File: config.mk
export PLATFORM = sky130hd
export DESIGN_NAME = btn_event_sched
export DESIGN_NICKNAME = d
export VERILOG_FILES = /design/src/rtl/btn_event_sched.sv
export SDC_FILE = /design/constraint.sdc
export NUM_CORES = 1
export LEC_CHECK = 0
export ABC_AREA = 1
export CORE_MARGIN = 4
export CORE_UTILIZATION = 30
export CTS_CLUSTER_SIZE = 24
export DETAILED_ROUTE_END_ITERATION = 6
export GPL_ROUTABILITY_DRIVEN = 0
export GPL_TIMING_DRIVEN = 0
export PLACE_DENSITY_LB_ADDON = 0.08
export SLEW_MARGIN = 0
export SYNTH_ARGS = -nofsm -noshare
export SYNTH_HDL_FRONTEND = slang
export SYNTH_SLANG_ARGS = --single-unit
File: constraint.sdc
create_clock -name clk -period 5.28 [get_ports clk]
set_clock_uncertainty 0.1 [all_clocks]
set_input_delay 0.792 -clock clk [delete_from_list [all_inputs] [get_ports clk]]
set_output_delay 0.792 -clock clk [all_outputs]
set_load 0.03 [all_outputs]
File: src/rtl/btn_event_sched.sv
// btn_event_sched: round-robin button event arbiter, FIFO and cursor/select executor
// Ports:
//   clk, rst           clock, synchronous active-high reset
//   btn_vld[4:0]       one-cycle pulses: 0=up 1=down 2=left 3=right 4=select
//   cursor_x/cursor_y  current cursor position
//   sel_valid/sel_x/sel_y/sel_ready  select handshake to the game core
//   busy               any event pending, queued or executing
//   drop_cnt           saturating count of merged pulses
// Macro CURSOR_CLAMP_EN: cursor saturates at board edges instead of wrapping.
module btn_event_sched #(
    parameter int COLS       = 8,
    parameter int ROWS       = 8,
    parameter int XW         = 3,
    parameter int YW         = 3,
    parameter int FIFO_DEPTH = 4
) (
    input  logic          clk,
    input  logic          rst,
    input  logic [4:0]    btn_vld,
    output logic [XW-1:0] cursor_x,
    output logic [YW-1:0] cursor_y,
    output logic          sel_valid,
    output logic [XW-1:0] sel_x,
    output logic [YW-1:0] sel_y,
    input  logic          sel_ready,
    output logic          busy,
    output logic [7:0]    drop_cnt
);
    localparam int AW = $clog2(FIFO_DEPTH);

    typedef enum logic {IDLE, SEL_WAIT} state_t;

    state_t        state, state_nxt;
    logic [4:0]    pend;
    logic [2:0]    rr_ptr;
    logic [2:0]    fifo_mem [FIFO_DEPTH];
    logic [AW:0]   wr_ptr, rd_ptr;
    logic          empty, full, pop, can_push, merge;
    logic          gnt_vld;
    logic [2:0]    gnt;
    logic [3:0]    idx;
    logic [4:0]    gnt_oh;
    logic [2:0]    head;
    logic          x_min, x_max, y_min, y_max;
    logic [XW-1:0] x_dec, x_inc, x_nxt;
    logic [YW-1:0] y_dec, y_inc, y_nxt;

    assign empty    = wr_ptr == rd_ptr;
    assign full     = (wr_ptr[AW] != rd_ptr[AW]) && (wr_ptr[AW-1:0] == rd_ptr[AW-1:0]);
    assign head     = fifo_mem[rd_ptr[AW-1:0]];
    assign pop      = (state == IDLE) && !empty;
    // a pop in the same cycle frees the slot, so a full FIFO can still accept
    assign can_push = !full || pop;
    assign busy     = (pend != '0) || !empty || (state != IDLE);
    assign sel_valid = state == SEL_WAIT;

    // walk from the farthest candidate down so the closest to rr_ptr wins
    always_comb begin
        gnt_vld = 1'b0;
        gnt     = '0;
        idx     = '0;
        for (int k = 4; k >= 0; k--) begin
            idx = {1'b0, rr_ptr} + 4'(k);
            idx = idx >= 4'd5 ? idx - 4'd5 : idx;
            if (pend[idx[2:0]] && can_push) begin
                gnt_vld = 1'b1;
                gnt     = idx[2:0];
            end
        end
        gnt_oh = gnt_vld ? 5'b00001 << gnt : 5'b00000;
    end

    assign merge = |(btn_vld & pend & ~gnt_oh);

    always_ff @(posedge clk) begin
        if (rst) begin
            pend     <= '0;
            rr_ptr   <= '0;
            drop_cnt <= '0;
        end else begin
            pend <= (pend & ~gnt_oh) | btn_vld;
            if (gnt_vld)
                rr_ptr <= gnt == 3'd4 ? 3'd0 : gnt + 3'd1;
            if (merge && drop_cnt != 8'hff)
                drop_cnt <= drop_cnt + 8'd1;
        end
    end

    always_ff @(posedge clk) begin
        if (gnt_vld)
            fifo_mem[wr_ptr[AW-1:0]] <= gnt;
    end

    always_ff @(posedge clk) begin
        if (rst) begin
            wr_ptr <= '0;
            rd_ptr <= '0;
        end else begin
            if (gnt_vld)
                wr_ptr <= wr_ptr + 1'b1;
            if (pop)
                rd_ptr <= rd_ptr + 1'b1;
        end
    end

    assign x_min = cursor_x == '0;
    assign x_max = cursor_x == XW'(COLS - 1);
    assign y_min = cursor_y == '0;
    assign y_max = cursor_y == YW'(ROWS - 1);

`ifdef CURSOR_CLAMP_EN
    assign x_dec = x_min ? cursor_x : cursor_x - 1'b1;
    assign x_inc = x_max ? cursor_x : cursor_x + 1'b1;
    assign y_dec = y_min ? cursor_y : cursor_y - 1'b1;
    assign y_inc = y_max ? cursor_y : cursor_y + 1'b1;
`else
    // wrap on the board size, not on the register width
    assign x_dec = x_min ? XW'(COLS - 1) : cursor_x - 1'b1;
    assign x_inc = x_max ? '0 : cursor_x + 1'b1;
    assign y_dec = y_min ? YW'(ROWS - 1) : cursor_y - 1'b1;
    assign y_inc = y_max ? '0 : cursor_y + 1'b1;
`endif

    always_comb begin
        x_nxt = head == 3'd2 ? x_dec : head == 3'd3 ? x_inc : cursor_x;
        y_nxt = head == 3'd0 ? y_dec : head == 3'd1 ? y_inc : cursor_y;
    end

    always_ff @(posedge clk) begin
        if (rst) begin
            cursor_x <= '0;
            cursor_y <= '0;
            sel_x    <= '0;
            sel_y    <= '0;
        end else if (pop) begin
            cursor_x <= x_nxt;
            cursor_y <= y_nxt;
            if (head == 3'd4) begin
                sel_x <= cursor_x;
                sel_y <= cursor_y;
            end
        end
    end

    always_ff @(posedge clk) begin
        if (rst)
            state <= IDLE;
        else
            state <= state_nxt;
    end

    always_comb begin
        state_nxt = state;
        if (state == IDLE)
            state_nxt = (pop && head == 3'd4) ? SEL_WAIT : IDLE;
        else
            state_nxt = sel_ready ? IDLE : SEL_WAIT;
    end
endmodule

* Word-level counts from Yosys, hierarchy flattened
Memory sizes are Yosys's and may differ from the RTL's. A register that Yosys moved wholly into a read port is not among the register bits.
Cells that the tools add are included.
** Word-level totals
- Output and inout bits :: 22
- Word-level logic and storage cells :: 122
- Memories kept :: 1
- Bits in registers :: 35
- Memory bits (writable) :: 12
- Input bits :: 8
** Cells by class
- $lt $le $gt $ge :: 10
- $add $sub $neg :: 17
- Eq/ne operators :: 11
- Shifts and indexed selects :: 1
- Mux-type cells :: 42
- Reduce and logical (&&, ||, !) cells :: 24
- Bitwise gates (word level) :: 6
** Memories
- fifo_mem :: depth 4, bits a word 3, read ports 1, clocked after memory_dff 1, write ports 1, RTL line 36 : logic [2:0] fifo_mem [FIFO_DEPTH];
** Operator list (number)
- 3-bit 2-to-1 mux :: 19
- 3-bit by 4-bit less-than comparator with 1-bit output (second input constant) :: 5
- 4-bit by 3-bit greater-or-equal comparator with 1-bit output (second input constant) :: 4
- 3-bit by 1-bit adder with 3-bit output (second input constant) :: 5
- 5-bit AND :: 3
- 1-bit binary-select mux with 3-bit select :: 5
- 1-bit 2-to-1 mux :: 15
- 3-bit subtractor (second input constant) :: 5
- 3-bit equality test (second input constant) :: 4
- 1-bit logical AND :: 9
- 3-bit zero test :: 3
- 3-bit by 2-bit adder with 4-bit output (second input constant) :: 2
- 8-bit by 1-bit adder with 8-bit output (second input constant) :: 1
- 8-bit inequality test (second input constant) :: 1
- 3-bit by 2-bit equality test with 1-bit output (second input constant) :: 2
- 2-bit AND reduction :: 3
- 3-bit by 1-bit subtractor with 3-bit output (second input constant) :: 2
- 5-bit 2-to-1 mux :: 1
- 5-bit NOT :: 1
- 5-bit bitwise OR :: 1
- 5-bit nonzero test :: 1
- 5-bit OR reduction :: 1
- 1-bit by 3-bit << shifter with 5-bit output (first input constant) :: 1
- 3-bit by 1-bit adder with 4-bit output (second input constant) :: 1
- other kinds (11) :: 16

* Logic depth before layout (Yosys ltp)
- Word-level depth :: 17
- Gate-level depth with buffers :: 32
- Gate-level depth less buffers :: 31

* Worst setup path before layout
No wires, ideal clock.
- Kind :: reg-to-reg
- Start point :: reg rr_ptr[0]
- End point :: reg drop_cnt[6]
- Arrival time :: 3650 ps
- Stages on the path, launching flop included :: 28
- Data required time :: 5112 ps
- Slack :: 1462 ps
- Period minus slack after synthesis :: 3818 ps
- Path buffers :: 1
- Library setup time :: 68 ps
- Path through :: dfxtp_1 > buf_6 > inv_2 > ha_1 > ha_1 > or2_0 > o21ai_0 > nor2_1 > nand3_1 > nand3_2 > o21ai_0 > o21ai_0 > nand2_1 > a21oi_1 > a31oi_1 > nand2_1 > o21ai_0 > ha_1 > inv_1 > nor2_1 > nand3_1 > nand2_1 > inv_1 > nor2_2 > nand2_4 > nand2_4 > nand2_1 > a21oi_2
** Between the ends
- Longest elaborated chain between the ends :: 17
- Elaborated cells on any way between the ends :: 50
- Classes of those cells :: 9 x add/sub; 5 x order compare; 1 x shift; 26 x mux; 2 x bitwise; 7 x reduce/logical
** RTL lines
- start, declared :: RTL line 35 : logic [2:0] rr_ptr;
- start signal, assigned :: RTL line 83 : rr_ptr <= gnt == 3'd4 ? 3'd0 : gnt + 3'd1;
- 3-bit by 3-bit adder with 4-bit output :: RTL line 63 : idx = {1'b0, rr_ptr} + 4'(k);
- 4-bit by 3-bit greater-or-equal comparator with 1-bit output / 3-bit subtractor (equally long branches) :: RTL line 64 : idx = idx >= 4'd5 ? idx - 4'd5 : idx;
- 3-bit 2-to-1 mux :: RTL line 64
- 1-bit binary-select mux with 3-bit select :: RTL line 65 : if (pend[idx[2:0]] && can_push) begin
- 1-bit 2-to-1 mux (not written as such) :: RTL line 65
- 1-bit logical AND :: RTL line 65
- 3-bit 2-to-1 mux (4 in a row) :: RTL line 65
- 3-bit 2-to-1 mux (*) :: RTL line 65
- named net gnt[0] :: RTL line 40 : logic [2:0] gnt;
- 1-bit by 3-bit << shifter with 5-bit output (*) :: RTL line 70 : gnt_oh = gnt_vld ? 5'b00001 << gnt : 5'b00000;
- 5-bit 2-to-1 mux (*) :: RTL line 70
- 5-bit NOT (*) :: RTL line 73 : assign merge = |(btn_vld & pend & ~gnt_oh);
- 5-bit AND (*) :: RTL line 73
- 5-bit OR reduction (*) :: RTL line 73
- 1-bit logical AND (*) :: RTL line 84 : if (merge && drop_cnt != 8'hff)
- end signal, assigned :: RTL line 85 : drop_cnt <= drop_cnt + 8'd1;
- end, declared :: RTL line 27 : output logic [7:0] drop_cnt
Mark *: on every way through the listed nets, which the timed path passes. The rest lies on a longest branch. The select of a mux whose other input is x is not followed.
A chain may end at the register's enable or synchronous reset.

* Worst setup path after layout
- Start point :: reg rr_ptr[0]
- End point :: reg drop_cnt[3]
The elaborated chain is that of the path after synthesis.

==> key figures <==
Outcome
  • Status: completed

Global route
  • Grt total ovfl: 0
  • Global-route wire length before repair: 14.35 mm
  • Largest net degree at the start of global routing: 18
  • Initial antenna violation count: 0
  • Number of global-route vias before repair: approximately 2900
  • Overall Global Routing Usage: 0.1352

Place
  • DP HPWL: about 6.7 mm
  • Port bufs: 28

Die
  • I/O Pins: 30
  • Die area: 13020 µm²
  • Die height: around 110 µm
  • Starting Density: 0.3088
  • Core Area: about 11000 µm²
  • Die W: 114.1 µm
  • Rows: 38

Finish
  • Commonest non-fill, non-tap cell in the layout: nand2_1
  • Diode count: 0
  • Leading cell types in the layout, fill and taps excluded: 102 x nand2_1, 63 x inv_1, 53 x nand3_1
  • # nets final: 544
  • Area of the multi-input gates: slightly below 2000 µm²
  • Register Area: 1101 µm²
  • Share of post-route cells with drive strength above 1: 0.08465
  • Fillers: between 1000 and 1500
  • P&R area growth vs syn: 17.97%

Detailed routing
  • Initial DRC count: 134
  • Total Wirelength: between 8 and 9 mm
  • Via count: 3106
  • DRT Pass-1 Iters: 4
  • Routed Antenna Nets: 0
  • DRC viols: 0
  • Via/cell ratio: 4.793
  • Routed WL per cell: 13.08 µm

Timing
  • Worst Tran Pin Value: between 1 and 1.5 ns
  • Unrepaired setup endpoints after global routing: false
  • Period utilization: 0.8865
  • Final Hold Vio Count: 0
  • Final slew viol count: 0
  • Setup TNS: 0 ns
  • Setup violators final: 0
  • Final Critical Period: 4.681 ns
  • Rel. slew slack: 0.2185
  • Highest Clock Rate: 0.2136 GHz

Synth
  • Sequential-to-total area share from yosys stat: 0.3260
  • Post-Syn Area: approximately 3400 µm²
  • Avg Cell Area, Syn: around 7.2 µm²
  • YS warnings: 0
  • Synthesized instance count: ~470
  • #FFs+latches synth: 49
  • Mapped Nets: 509
  • Cell variety after synth: 39

Worst hold path
  • Hold Path Class: reg -> reg

Clock tree
  • Total setup buffers inserted after CTS: 0
  • CTS buffer count: 5
  • Hold buffers post-CTS: 0
  • Clock Sink Count: just under 50
  • Htree depth: 2
  • CTS tree: done
  • Root buffer cell: clkbuf_16
  • Later-pin clock latency in the skew report: 0.29 ns
  • Clock-pin transition on the worst setup and hold timing paths: ~0.070 ns
  • CTS max path bufs: 2
  • Post-cts resize count: 0

Setup path
  • CP max stage delay: a little under 0.5 ns
  • CP endpoint kind: register
  • CP startpoint kind: register
  • Crit Path Category: reg -> reg
  • Top fanout value on the critical path: 10
  • Critical Path RT: 5.33 ns
  • Crit path arrival time: 4.74 ns
  • Slowest-stage cell, CP: dfxtp_1
  • Cell mode on critical path: nand2_1

Job
  • Max-cap violations: 0
==> layout make-up <==
type | instances | area share
Buffer | 7 | 0.008794
Multi-Input combinational cell | 349 | 0.4994
Tap cell | 140 | 0.04397
Inverter | 67 | 0.06313
Clock buffer | 5 | 0.03141
Timing Repair Buffer | 28 | 0.07035
Clock inverter | 3 | 0.006595
Sequential cell | 49 | 0.2764
==> cells in the mapped netlist, drive strengths merged <==
library cell / instances / area (µm²)
or2: 4 / 25.02
buf: 2 / 16.26
ha: 28 / 350.3
nand2: 113 / 466.7
clkbuf: 5 / 18.77
o21a: 1 / 7.510
o21ai: 31 / 158.9
xor2: 6 / 52.55
o2111ai: 2 / 17.52
inv: 67 / 251.5
nor2: 40 / 165.2
o211ai: 1 / 7.510
a31oi: 2 / 12.51
edfxtp: 12 / 360.4
nand3b: 1 / 7.510
a32o: 2 / 20.02
xnor2: 4 / 35.03
o221ai: 1 / 8.760
nand4: 6 / 37.54
a221oi: 1 / 8.760
fa: 1 / 20.02
nor3: 2 / 10.01
o31ai: 2 / 15.01
nand3: 61 / 345.3
a32oi: 1 / 8.760
dfxtp: 37 / 740.7
a21oi: 38 / 201.5
a21boi: 1 / 7.510
==> state kept, by name, indices dropped and copies added (netlist names), named ones only <==
name and flops:
fifo_mem 12, drop_cnt 8, pend 5, cursor_x 3, cursor_y 3, rd_ptr 3
rr_ptr 3, sel_x 3, sel_y 3, wr_ptr 3, sel_valid 1
==> metal layers <==
metal,vias to the layer above,GRT usage,share of wire
met5,-,0,0
li1,1626,-,-
met3,5,0.01956,0.029
met4,0,0.02930,0.0092
met1,1421,0.1901,0.51
met2,54,0.2205,0.45
==> worst max-delay path, delay by kind of cell (launching register included) <==
family | cells | cell delay (ns)
AND/OR/NAND/NOR | 13 | 1.28
AO/OA/AOI/OAI | 7 | 1.27
adder cells (fa/ha/maj) | 3 | 0.81
buffers and inverters | 5 | 0.58
flip-flops | 1 | 0.49
==> stage by stage <==
stage               hold slack (ns)  setup slack (ns)  cells  area [µm²]  utilization
floorplan                    0.3417             1.462    472        3377            -
global placement             0.3568            0.5951    640        3832       0.3505
detailed placement           0.3689            0.5701    640        3832       0.3505
CTS                          0.3788            0.5495    648        3984       0.3643
global route                 0.4042           0.03371    648        3984       0.3643
finish                       0.3781            0.5993    648        3984       0.3643
==> worst paths after layout <==
kind,startpoint,endpoint,slack [ns],depth (start not counted)
max,rr_ptr[0],drop_cnt[3],0.60,28
min,rd_ptr[2],rd_ptr[2],0.38,2
min reg2reg,rd_ptr[2],rd_ptr[2],0.38,2
max reg2reg,rr_ptr[0],drop_cnt[3],0.60,28
==> kinds of logic after synthesis <==
logic type / count (synthesis) / share of synthesized area
AOI/OAI and AO/OA: 83 / 0.1404
xor gates and xnor gates: 10 / 0.02593
adders and majority gates: 29 / 0.1097
buffers and inverters: 74 / 0.08484
DFF: 49 / 0.3260
and+or+nand+nor: 227 / 0.3131
Power is left out: the tool's default activity adds up to more than one toggle a clock period on the data nets, which glitch-free logic cannot reach.
